File: config.mk
export PLATFORM = sky130hd
export DESIGN_NAME = pong_game_ctrl
export DESIGN_NICKNAME = d
export VERILOG_FILES = /design/src/rtl/pong_game_ctrl.sv
export SDC_FILE = /design/constraint.sdc
export NUM_CORES = 1
export LEC_CHECK = 0
export CAP_MARGIN = 25
export CORE_UTILIZATION = 60
export CTS_BUF_LIST = sky130_fd_sc_hd__clkbuf_8
export CTS_CLUSTER_SIZE = 20
export DETAILED_ROUTE_END_ITERATION = 8
export PLACE_DENSITY = 0.86
export SYNTH_ARGS = -nofsm -noshare
export SYNTH_HDL_FRONTEND = slang
export SYNTH_SLANG_ARGS = --single-unit
File: constraint.sdc
create_clock -name clk -period 7.34 [get_ports clk]
set_input_delay 1.468 -clock clk [delete_from_list [all_inputs] [get_ports clk]]
set_output_delay 1.468 -clock clk [all_outputs]
set_load 0.1 [all_outputs]
File: src/rtl/pong_game_ctrl.sv
// SpeedPong game sequencer: once per frame, moves paddles and ball,
// resolves collisions, keeps score and runs the serve/play/point FSM.
`timescale 1ns/1ps
module pong_game_ctrl #(
    parameter int PADDLE_H     = 60,
    parameter int PADDLE_SPD   = 4,
    parameter int BALL_SZ      = 8,
    parameter int SPD_INIT     = 2,
    parameter int SPD_MAX      = 8,
    parameter int SERVE_FRAMES = 60,
    parameter int POINT_FRAMES = 90,
    parameter int WIN_SCORE    = 7
) (
    input  logic       clk,
    input  logic       reset_b,
    input  logic       vsync,
    input  logic       start,
    input  logic       p1_up,
    input  logic       p1_dn,
    input  logic       p2_up,
    input  logic       p2_dn,
    output logic [9:0] p1y1,
    output logic [9:0] p1y2,
    output logic [9:0] p2y1,
    output logic [9:0] p2y2,
    output logic [9:0] ballx1,
    output logic [9:0] ballx2,
    output logic [9:0] bally1,
    output logic [9:0] bally2,
    output logic [3:0] score1,
    output logic [3:0] score2,
    output logic       game_over,
    output logic       winner
);

    typedef enum logic [2:0] {
        S_IDLE,
        S_SERVE,
        S_PLAY,
        S_POINT,
        S_OVER
    } state_t;

    localparam logic [9:0] TOP_MIN = 10'd10;
    localparam logic [9:0] TOP_MAX = 10'(471 - PADDLE_H);
    localparam logic [9:0] PH      = 10'(PADDLE_H);
    localparam logic [9:0] PSPD    = 10'(PADDLE_SPD);
    localparam logic [9:0] BSZ     = 10'(BALL_SZ);
    localparam logic [9:0] BX0     = 10'd316;
    localparam logic [9:0] BY0     = 10'd236;
    localparam logic [9:0] PY0     = 10'd210;
    localparam logic [9:0] P1_EDGE = 10'd75;
    localparam logic [9:0] P2_EDGE = 10'd565;
    localparam logic [9:0] BX_P2   = 10'(565 - BALL_SZ);
    localparam logic [9:0] BY_TOP  = 10'd10;
    localparam logic [9:0] BY_BOT  = 10'(471 - BALL_SZ);

    localparam logic signed [10:0] S_YMIN = 11'sd10;
    localparam logic signed [10:0] S_YMAX = 11'sd471;
    localparam logic signed [10:0] S_XMAX = 11'sd640;
    localparam logic signed [10:0] S_P1   = 11'sd75;
    localparam logic signed [10:0] S_P2   = 11'sd565;
    localparam logic signed [10:0] S_ZERO = 11'sd0;
    localparam logic signed [10:0] S_BSZ  = 11'(BALL_SZ);

    localparam logic [3:0] SPD0 = 4'(SPD_INIT);
    localparam logic [3:0] SPDM = 4'(SPD_MAX);
    localparam logic [3:0] WIN  = 4'(WIN_SCORE);

    localparam logic [7:0] SERVE_LAST = 8'(SERVE_FRAMES - 1);
    localparam logic [7:0] POINT_LAST = 8'(POINT_FRAMES - 1);

    // synchroniser and frame tick signals
    logic [1:0] vs_sync;
    logic       vs_prev;
    logic [4:0] btn_m;
    logic [4:0] btn_s;
    logic       tick;
    logic       start_s;
    logic       p1u_s;
    logic       p1d_s;
    logic       p2u_s;
    logic       p2d_s;

    // game state
    state_t     state_q;
    state_t     state_d;
    logic [7:0] cnt_q;
    logic [7:0] cnt_d;
    logic       dx_q;
    logic       dx_d;
    logic       dy_q;
    logic       dy_d;
    logic [3:0] spd_q;
    logic [3:0] spd_d;

    // next values of the registered outputs
    logic [9:0] p1_d;
    logic [9:0] p2_d;
    logic [9:0] bx_d;
    logic [9:0] by_d;
    logic [3:0] sc1_d;
    logic [3:0] sc2_d;
    logic       win_d;

    // ball motion in signed space so that underflow past 0 is visible
    logic signed [10:0] spd_s;
    logic signed [10:0] bx_s;
    logic signed [10:0] by_s;
    logic signed [10:0] nx1;
    logic signed [10:0] nx2;
    logic signed [10:0] ny1;
    logic signed [10:0] ny2;
    logic               p1_ov;
    logic               p2_ov;
    logic               p1_hit;
    logic               p2_hit;
    logic               miss_l;
    logic               miss_r;
    logic [3:0]         spd_up;

    function automatic logic [9:0] pad_next(
        input logic [9:0] y,
        input logic       up,
        input logic       dn
    );
        logic [9:0] r;
        r = y;
        unique case (1'b1)
            (up && !dn): r = (y < TOP_MIN + PSPD) ? TOP_MIN : y - PSPD;
            (dn && !up): r = (y > TOP_MAX - PSPD) ? TOP_MAX : y + PSPD;
            default:     r = y;
        endcase
        return r;
    endfunction

    assign tick    = vs_prev & ~vs_sync[1];
    assign start_s = btn_s[4];
    assign p1u_s   = btn_s[3];
    assign p1d_s   = btn_s[2];
    assign p2u_s   = btn_s[1];
    assign p2d_s   = btn_s[0];

    assign spd_s = $signed({7'd0, spd_q});
    assign bx_s  = $signed({1'b0, ballx1});
    assign by_s  = $signed({1'b0, bally1});
    assign nx1   = dx_q ? bx_s + spd_s : bx_s - spd_s;
    assign ny1   = dy_q ? by_s + spd_s : by_s - spd_s;
    assign nx2   = nx1 + S_BSZ;
    assign ny2   = ny1 + S_BSZ;

    assign p1_ov  = (bally2 > p1y1) && (bally1 < p1y2);
    assign p2_ov  = (bally2 > p2y1) && (bally1 < p2y2);
    assign p1_hit = !dx_q && (ballx1 >= P1_EDGE) && (nx1 <= S_P1) && p1_ov;
    assign p2_hit = dx_q && (ballx2 <= P2_EDGE) && (nx2 >= S_P2) && p2_ov;
    assign miss_l = nx1 <= S_ZERO;
    assign miss_r = nx2 >= S_XMAX;
    assign spd_up = (spd_q >= SPDM) ? SPDM : spd_q + 4'd1;

    // bring vsync and buttons into clk domain, detect vsync falling edge
    always_ff @(posedge clk or negedge reset_b) begin
        if (!reset_b) begin
            vs_sync <= 2'b11;
            vs_prev <= 1'b1;
            btn_m   <= '0;
            btn_s   <= '0;
        end else begin
            vs_sync <= {vs_sync[0], vsync};
            vs_prev <= vs_sync[1];
            btn_m   <= {start, p1_up, p1_dn, p2_up, p2_dn};
            btn_s   <= btn_m;
        end
    end

    // per-frame next-state, paddle, ball and score computation
    always_comb begin
        state_d = state_q;
        cnt_d   = cnt_q;
        dx_d    = dx_q;
        dy_d    = dy_q;
        spd_d   = spd_q;
        p1_d    = p1y1;
        p2_d    = p2y1;
        bx_d    = ballx1;
        by_d    = bally1;
        sc1_d   = score1;
        sc2_d   = score2;
        win_d   = winner;
        if (tick) begin
            unique case (state_q)
                S_IDLE: begin
                    if (start_s) begin
                        state_d = S_SERVE;
                        cnt_d   = '0;
                    end
                end
                S_SERVE: begin
                    p1_d = pad_next(p1y1, p1u_s, p1d_s);
                    p2_d = pad_next(p2y1, p2u_s, p2d_s);
                    if (cnt_q == SERVE_LAST) begin
                        state_d = S_PLAY;
                        cnt_d   = '0;
                    end else begin
                        cnt_d = cnt_q + 8'd1;
                    end
                end
                S_PLAY: begin
                    p1_d = pad_next(p1y1, p1u_s, p1d_s);
                    p2_d = pad_next(p2y1, p2u_s, p2d_s);
                    if (ny1 <= S_YMIN) begin
                        by_d = BY_TOP;
                        dy_d = 1'b1;
                    end else if (ny2 >= S_YMAX) begin
                        by_d = BY_BOT;
                        dy_d = 1'b0;
                    end else begin
                        by_d = ny1[9:0];
                    end
                    if (p1_hit) begin
                        bx_d  = P1_EDGE;
                        dx_d  = 1'b1;
                        spd_d = spd_up;
                    end else if (p2_hit) begin
                        bx_d  = BX_P2;
                        dx_d  = 1'b0;
                        spd_d = spd_up;
                    end else if (miss_l || miss_r) begin
                        bx_d    = BX0;
                        by_d    = BY0;
                        spd_d   = SPD0;
                        dx_d    = miss_r;
                        state_d = S_POINT;
                        cnt_d   = '0;
                        if (miss_l) begin
                            sc2_d = (score2 >= WIN) ? WIN : score2 + 4'd1;
                        end else begin
                            sc1_d = (score1 >= WIN) ? WIN : score1 + 4'd1;
                        end
                    end else begin
                        bx_d = nx1[9:0];
                    end
                end
                S_POINT: begin
                    p1_d = pad_next(p1y1, p1u_s, p1d_s);
                    p2_d = pad_next(p2y1, p2u_s, p2d_s);
                    if (cnt_q == POINT_LAST) begin
                        cnt_d = '0;
                        if (score1 == WIN || score2 == WIN) begin
                            state_d = S_OVER;
                            win_d   = (score1 != WIN);
                        end else begin
                            state_d = S_SERVE;
                        end
                    end else begin
                        cnt_d = cnt_q + 8'd1;
                    end
                end
                S_OVER: begin
                    if (start_s) begin
                        sc1_d   = '0;
                        sc2_d   = '0;
                        spd_d   = SPD0;
                        bx_d    = BX0;
                        by_d    = BY0;
                        state_d = S_SERVE;
                        cnt_d   = '0;
                    end
                end
                default: begin
                    state_d = S_IDLE;
                    cnt_d   = '0;
                end
            endcase
        end
    end

    // game registers and registered coordinate/score outputs
    always_ff @(posedge clk or negedge reset_b) begin
        if (!reset_b) begin
            state_q   <= S_IDLE;
            cnt_q     <= '0;
            dx_q      <= 1'b1;
            dy_q      <= 1'b1;
            spd_q     <= SPD0;
            p1y1      <= PY0;
            p1y2      <= PY0 + PH;
            p2y1      <= PY0;
            p2y2      <= PY0 + PH;
            ballx1    <= BX0;
            ballx2    <= BX0 + BSZ;
            bally1    <= BY0;
            bally2    <= BY0 + BSZ;
            score1    <= '0;
            score2    <= '0;
            game_over <= 1'b0;
            winner    <= 1'b0;
        end else begin
            state_q   <= state_d;
            cnt_q     <= cnt_d;
            dx_q      <= dx_d;
            dy_q      <= dy_d;
            spd_q     <= spd_d;
            p1y1      <= p1_d;
            p1y2      <= p1_d + PH;
            p2y1      <= p2_d;
            p2y2      <= p2_d + PH;
            ballx1    <= bx_d;
            ballx2    <= bx_d + BSZ;
            bally1    <= by_d;
            bally2    <= by_d + BSZ;
            score1    <= sc1_d;
            score2    <= sc2_d;
            game_over <= (state_d == S_OVER);
            winner    <= win_d;
        end
    end

endmodule

==> results by group, run 1 <==
Synthesis
  – Library cells used by synthesis: 90
  – Ys flop type: dfrtp_1
  – Most frequent cell after synthesis: inv_1
  – Leading area contributor after synthesis: dfrtp_1
  – Syn_area_per_cell: around 8.8 µm²
  – Synthesized Nets: roughly 1.0k
  – Share of the synthesized area in the top cell type: 0.2197
  – EDFF count, synth: 0
  – FF+latch count, synth: 110
  – Asr flop ratio synth: 1.000
  – Post-synth top cells: inv_1, ha_1, dfrtp_1
  – Syn. warnings: 0
  – Post-synthesis sequential area ratio: 0.3319
  – Mapped Cells: ~960
  – Area contributors post-synth: dfrtp_1, ha_1, dfstp_2, inv_1, o21ai_0
  – Cell area after synthesis: about 8400 µm²

Timing
  – Worst Max-Slew Pin Slew: 1.002 ns
  – Setup Skew: between 0.01 and 0.015 ns
  – Period utilization: 0.7205
  – Max-slew headroom: 0.3298
  – Max Clk Rate: between 150 and 200 MHz
  – Setup tns final: 0 ns
  – RSZ-0062 raised after global routing: false
  – Post-layout min period: 5.289 ns
  – Endpoints failing setup: 0
  – WHS: 0.3585 ns
  – Hold Vio Cnt, Final: 0
  – Final Max Tran Viols: 0

Floorplan
  – Die height: 120.5 µm
  – # IOs: 98
  – Initial Util: 0.6265
  – Die area: roughly 15,000 µm²
  – CORE AREA: ~13,000 µm²
  – Row Count: 42
  – DIE WIDTH: between 100 and 150 µm

Worst setup path
  – CP max stage cell: dfstp_2
  – Buffers plus inverters on the worst setup path: 2
  – Slowest cell delay on critical path: 0.61 ns
  – Startpoint Class: register
  – Crit end category: register
  – Worst path most repeated cell: ha_1
  – Peak fanout along the critical path: 8
  – Worst EP arrival: around 5.6 ns
  – Crit path max-delay family: compound AO/OA/AOI/OAI gates
  – Setup CP Type: register to register
  – CP cell instances: inv_1 > ha_1 > mux2_2 > inv_1 > fa_1 > nand2b_2 > a21oi_2 > xor2_2 > ha_1 > nand3_1 > a2111oi_1 > nor3_1 > a211o_2 > and2_1 > o31a_1 > nor2_1 > ha_1 > o221ai_1 > nor4b_1 > xor2_1
  – Req. time, crit path: roughly 7.7 ns

Global routing
  – Gr ovfl total: 0
  – GRT Overall Usage: 0.3184
  – First-pass GRT wire length: 36,150 µm
  – Antenna violations before repair: 0
  – Vias in the first global route: ~6.9k
  – Largest net degree at the start of global routing: 73

Finish
  – Share of cells above drive strength 1: 0.08558
  – # diodes: 0
  – P&R area growth vs syn: 14.68%
  – Fin nets: 1,128
  – Fill count: 1,062

Placement
  – Final Wtd Congestion: between 0.9 and 1
  – DP Wirelength: 17,400 µm
  – Port Buf Inserts: 97

CTS
  – Clock-pin slew on the worst setup and hold paths: around 0.10 ns
  – Hold Buf Count CTS: 0
  – CTS tree: built
  – Worst-Skew Late Latency: roughly 0.4 ns
  – Root Buffer Master: clkbuf_8
  – CTS max path bufs: 2
  – Post-CTS sizing: 0
  – Clk sinks: 110
  – Num CTS Buffers: 9
  – H-tree levels: 3
  – Setup Fix Bufs, Post-CTS: 0

Routing
  – DR pass1 iterations: 6
  – Total number of vias: just under 8k
  – Post-route ant nets: 0
  – DRC viols: 0
  – Initial DRC Count: 899
  – DR WL/cell: approximately 19 µm
  – Final wirelength: 22,700 µm
  – Via-per-instance ratio: 6.478

Pwr
  – Max IR drop VDD: around 0.00038 V
  – P_leak: 0.004183 µW
  – Pwr dens: around 280 nW/µm²

Run
  – Max-cap viol count: 0

Outcome
  – Status: finished, final reports clean

Min path
  – Hold Path Class: register to register
-- worst paths after layout --
path                          start        end  slack, ns  cells after the start
setup reg to reg           spd_q[1]  ballx2[9]       2.05                     20
max in group asynchronous   reset_b   spd_q[3]       5.06                      2
setup / recovery           spd_q[1]  ballx2[9]       2.05                     20
min in group asynchronous   reset_b   btn_m[1]       1.02                      1
hold / removal             btn_m[2]   btn_s[2]       0.36                      0
hold reg to reg            btn_m[2]   btn_s[2]       0.36                      0
-- registers in the layout, indices dropped and copies added, names as in the netlist, 4 cells and up --
signal  flops
ballx1      7
score2      4
cnt_q       8
ballx2     10
spd_q       4
btn_m       5
score1      4
p1y2       10
bally2     10
btn_s       5
p1y1        8
p2y2       10
bally1      7
p2y1        8
-- where the power goes --
part           switching, µW  total (µW)  internal, µW
clock network            216         351           135
registers                132         862           729
logic                   1090        1470           384
-- per-stage QoR --
step                cells  setup WS (ns)  power, µW  utilization  instance area (µm²)
finish               1216          2.051       2685       0.7185                 9666
global route         1216          1.643       2816       0.7185                 9666
CTS                  1216          2.079       2684       0.7185                 9666
detailed placement   1201          2.116       2323       0.7051                 9485
global placement     1200          2.258       2310       0.7048                 9482
floorplan             955          2.321       1998            -                 8428
-- worst reg2reg max path, stage by stage, from the launching register on --
cell and delay, ns:
dfstp_2 0.61, inv_1 0.06, ha_1 0.30, mux2_2 0.18, inv_1 0.06, fa_1 0.45, nand2b_2 0.22, a21oi_2 0.16
xor2_2 0.30, ha_1 0.28, nand3_1 0.16, a2111oi_1 0.46, nor3_1 0.09, a211o_2 0.34, and2_1 0.19, o31a_1 0.33
nor2_1 0.17, ha_1 0.23, o221ai_1 0.12, nor4b_1 0.34, xor2_1 0.18
-- cell type report --
type                       instances  area [µm²]  share of cell area
clock buffer                      10       137.6             0.01424
clock inverter                     5       42.54            0.004401
inverter                          87       326.6             0.03379
multi-input combinational        726        5139              0.5317
sequential                       110        2798              0.2894
tap                              176       220.2             0.02278
timing repair buffer             102        1002              0.1037
-- cell families after synthesis --
family	count (synthesis)	share of synthesized area
AO/OA/AOI/OAI	292	0.2438
multiplexers	7	0.009353
buffers and inverters	119	0.05834
XOR/XNOR	41	0.04439
adder cells (fa/ha/maj)	84	0.1265
AND/OR/NAND/NOR	302	0.1857
flip-flops	110	0.3319
-- cells in the final DEF (no fill, tap or decap), types with 5 or more instances in the layout --
cell type	n
a211o_1	5
a211oi_1	17
a21o_1	11
a21oi_1	54
a31oi_1	11
a32oi_1	7
and2_1	12
and3_1	10
buf_4	5
clkbuf_8	10
clkdlybuf4s50_1	96
dfrtp_1	74
dfstp_2	36
ha_1	82
inv_1	87
mux2_2	7
nand2_1	72
nand2b_1	11
nand3_1	39
nand4_1	11
nor2_1	62
nor2b_1	13
nor3_1	27
nor3b_1	5
nor4_1	9
o211ai_1	11
o21a_1	10
o21ai_0	60
o21ai_1	5
o221ai_1	8
o22ai_1	6
o31ai_1	13
o41ai_1	7
or3_1	7
xnor2_1	23
xor2_1	16
-- routing by layer --
layer,vias to the layer above,track usage,share of wire
li1,3685,-,-
met5,-,0,0
met2,368,0.4960,0.46
met1,3778,0.4559,0.45
met3,46,0.05377,0.068
met4,0,0.09182,0.024
No activity file was read; power rests on OpenSTA's default activity.
==> run 2, diff against run 1 <==
--- a/config.mk
+++ b/config.mk
@@ -6,11 +6,11 @@
 export NUM_CORES = 1
 export LEC_CHECK = 0
 export CAP_MARGIN = 25
-export CORE_UTILIZATION = 60
+export CORE_UTILIZATION = 59
 export CTS_BUF_LIST = sky130_fd_sc_hd__clkbuf_8
 export CTS_CLUSTER_SIZE = 20
 export DETAILED_ROUTE_END_ITERATION = 8
-export PLACE_DENSITY = 0.86
+export PLACE_DENSITY = 0.84
 export SYNTH_ARGS = -nofsm -noshare
 export SYNTH_HDL_FRONTEND = slang
 export SYNTH_SLANG_ARGS = --single-unit
==> constraint.sdc (replaced) <==
create_clock -name clk -period 5.1 [get_ports clk]
set_input_delay 1.02 -clock clk [delete_from_list [all_inputs] [get_ports clk]]
set_output_delay 1.02 -clock clk [all_outputs]
set_load 0.1 [all_outputs]
==> results by group, run 2 (synthesis gave the netlist of run 1 again) <==
Outcome
  – Status: finished, final reports clean

Finish
  – Fin nets: 1,149 (+1.9%)
  – Fill count: 1,070 (+0.75%)
  – Finished Layout Cells: 1,241 (+2.1%)
  – # diodes: 0 (unchanged)
  – Commonest non-fill, non-tap cell in the layout: clkdlybuf4s50_1
  – P&R area growth vs syn: 18.11%
  – Share of cells above drive strength 1: 0.1216 (+0.03601)
  – Util after Layout: 0.7144 (-0.004095)
  – Most frequent cells in the layout: clkdlybuf4s50_1, inv_1, ha_1, dfrtp_1, nand2_1

Timing
  – Endpoints failing setup: 0 (unchanged)
  – Post-layout min period: 4.892 ns (-0.3970 ns)
  – Worst Max-Slew Pin Slew: 1.052 ns (+0.04949 ns)
  – Final WS setup: 0.2083 ns (-1.843 ns)
  – Setup Skew: 0.007279 ns (-0.006220 ns)
  – Hold Vio Cnt, Final: 0 (unchanged)
  – Max Clk Rate: 204.4 MHz (+8.1%)
  – Period utilization: 0.9592 (+0.2386)
  – Max-slew headroom: 0.2967 (-0.03310)
  – Final Max Tran Viols: 0 (unchanged)

CTS
  – Root Buffer Master: clkbuf_8
  – H-tree levels: 3 (unchanged)
  – CTS max path bufs: 2 (unchanged)
  – Worst-Skew Late Latency: 0.39 ns (about the same)
  – Num CTS Buffers: 9 (unchanged)
  – Clk sinks: 110 (unchanged)
  – Clock-pin slew on the worst setup and hold paths: 0.11 ns (about the same)
  – CTS tree: built

Worst setup path
  – Startpoint Class: register
  – Crit end category: register
  – FF-to-FF Start: spd_q[1]
  – Peak fanout along the critical path: 8 (unchanged)
  – Req. time, crit path: 5.41 ns (-2.25 ns)
  – Worst EP arrival: 5.21 ns (-0.40 ns)
  – CP cell instances: inv_1 > ha_1 > mux2_2 > inv_1 > fa_1 > nand2b_2 > a21o_1 > a21oi_2 > xnor2_4 > or3_4 > o22ai_1 > a31oi_4 > and2_1 > o31a_1 > nor2_1 > ha_1 > o221ai_1 > nor4b_2 > xor2_1
  – Slowest cell delay on critical path: 0.61 ns (about the same)
  – Setup CP Type: register to register
  – Critical path startpoint: spd_q[1]
  – CP max stage cell: dfstp_2
  – Crit path max-delay family: compound AO/OA/AOI/OAI gates
  – Buffers plus inverters on the worst setup path: 2 (unchanged)

Routing
  – Metal2 WL: 10,440 µm (+0.32%)
  – Total number of vias: 7,898 (+0.27%)
  – DRC viols: 0 (unchanged)
  – Final wirelength: 23,110 µm (+1.8%)
  – Max layer used: met4
  – Via-per-instance ratio: 6.364 (-1.8%)
  – DR pass1 iterations: 5 (-1)
  – Met3 wire length: 1649 µm (+6.1%)
  – DR WL/cell: 18.62 µm (-0.26%)
  – M1 WL: 10,380 µm (+1.8%)
  – Post-route ant nets: 0 (unchanged)
  – Initial DRC Count: 929 (+3.3%)

Run
  – Max-cap viol count: 0 (unchanged)

Placement
  – DP Wirelength: 17,550 µm (+0.89%)
  – Port Buf Inserts: 97 (unchanged)
  – Final Wtd Congestion: 0.9708 (+1.2%)
  – DP Worst Slack: 0.07255 ns (-2.043 ns)
  – Placed Cells incl. Taps: 1,223 (+1.8%)

Floorplan
  – # IOs: 98 (unchanged)
  – Die area: 14,770 µm² (+1.7%)
  – Initial Util: 0.6048 (-0.02166)
  – Die height: 121.5 µm (+0.83%)
  – DIE WIDTH: 121.5 µm (+0.83%)
  – CORE AREA: 13,930 µm² (+3.6%)
  – Row Count: 43 (+2.4%)

Global routing
  – Largest net degree at the start of global routing: 84 (+15%)
  – Antenna violations before repair: 0 (unchanged)
  – Gr ovfl total: 0 (unchanged)
  – First-pass GRT wire length: 36,710 µm (+1.6%)
  – Vias in the first global route: 7,072 (+1.8%)
  – GRT Overall Usage: 0.3222 (+0.003847)

Min path
  – Hold Path Class: register to register
  – Hold Crit Start: btn_m[0]

Pwr
  – Pwr dens: 390.3 nW/µm² (+40%)
  – Max IR drop VDD: 0.0006988 V (+84%)
  – P_leak: 0.004297 µW (+2.7%)
  – Final Power: 3886 µW (+45%)
run 2: through the flow:
stage                     setup TNS (ns)  area, µm²  hold slack [ns]
after floorplan                        0       8428           0.3312
final                                  0       9955           0.3527
after detailed placement               0       9629           0.3347
after CTS                              0       9809           0.3554
after global routing            -0.01610       9955           0.3628
after global placement                 0       9629           0.3330
run 2: power breakdown:
| group | total, µW | internal [µW] | switching (µW) |
|---|---|---|---|
| clock network | 510 | 194 | 316 |
| logic | 2140 | 557 | 1580 |
| registers | 1240 | 1050 | 187 |
| total | 3890 | 1800 | 2090 |
run 2: cell type report:
type	instances	area, µm²	area share
Clock inverter	5	42.54	0.004274
Tap cell	180	225.2	0.02262
Clock buffer	10	137.6	0.01383
Inverter	87	326.6	0.03281
Sequential cell	110	2798	0.2810
Timing Repair Buffer	123	1184	0.1189
Multi-Input combinational cell	726	5241	0.5265
run 2: timing repair:
| action | in CTS | in global routing |
|---|---|---|
| endpoints found under the setup margin | 0 | 19 |
| hold buffers | 0 | 0 |
| setup buffers | 0 | 2 |
| gates resized for setup | 0 | 22 |
run 2: worst paths after layout:
path | end | slack [ns] | cells after the start
max | ballx2[9] | 0.21 | 19
max reg2reg | ballx2[9] | 0.21 | 19
min reg2reg | btn_s[0] | 0.35 | 0
max in group asynchronous | p2y2[3] | 3.58 | 3
min in group asynchronous | btn_s[0] | 0.47 | 1
min | btn_s[0] | 0.35 | 0
run 2: worst register-to-register path, delay by kind of cell, from the launching register on:
kind,cells,cell delay [ns]
AO/OA/AOI/OAI,6,1.31
AND/OR/NAND/NOR,5,1.28
adder cells (fa/ha/maj),3,0.99
flip-flops,1,0.61
XOR/XNOR,2,0.34
multiplexers,1,0.17
buffers and inverters,2,0.11
run 2: routing by layer:
layer | track usage | vias to the layer above
li1 | - | 3714
met2 | 0.5025 | 371
met5 | 0 | -
met3 | 0.05404 | 51
met1 | 0.4563 | 3762
met4 | 0.1026 | 0
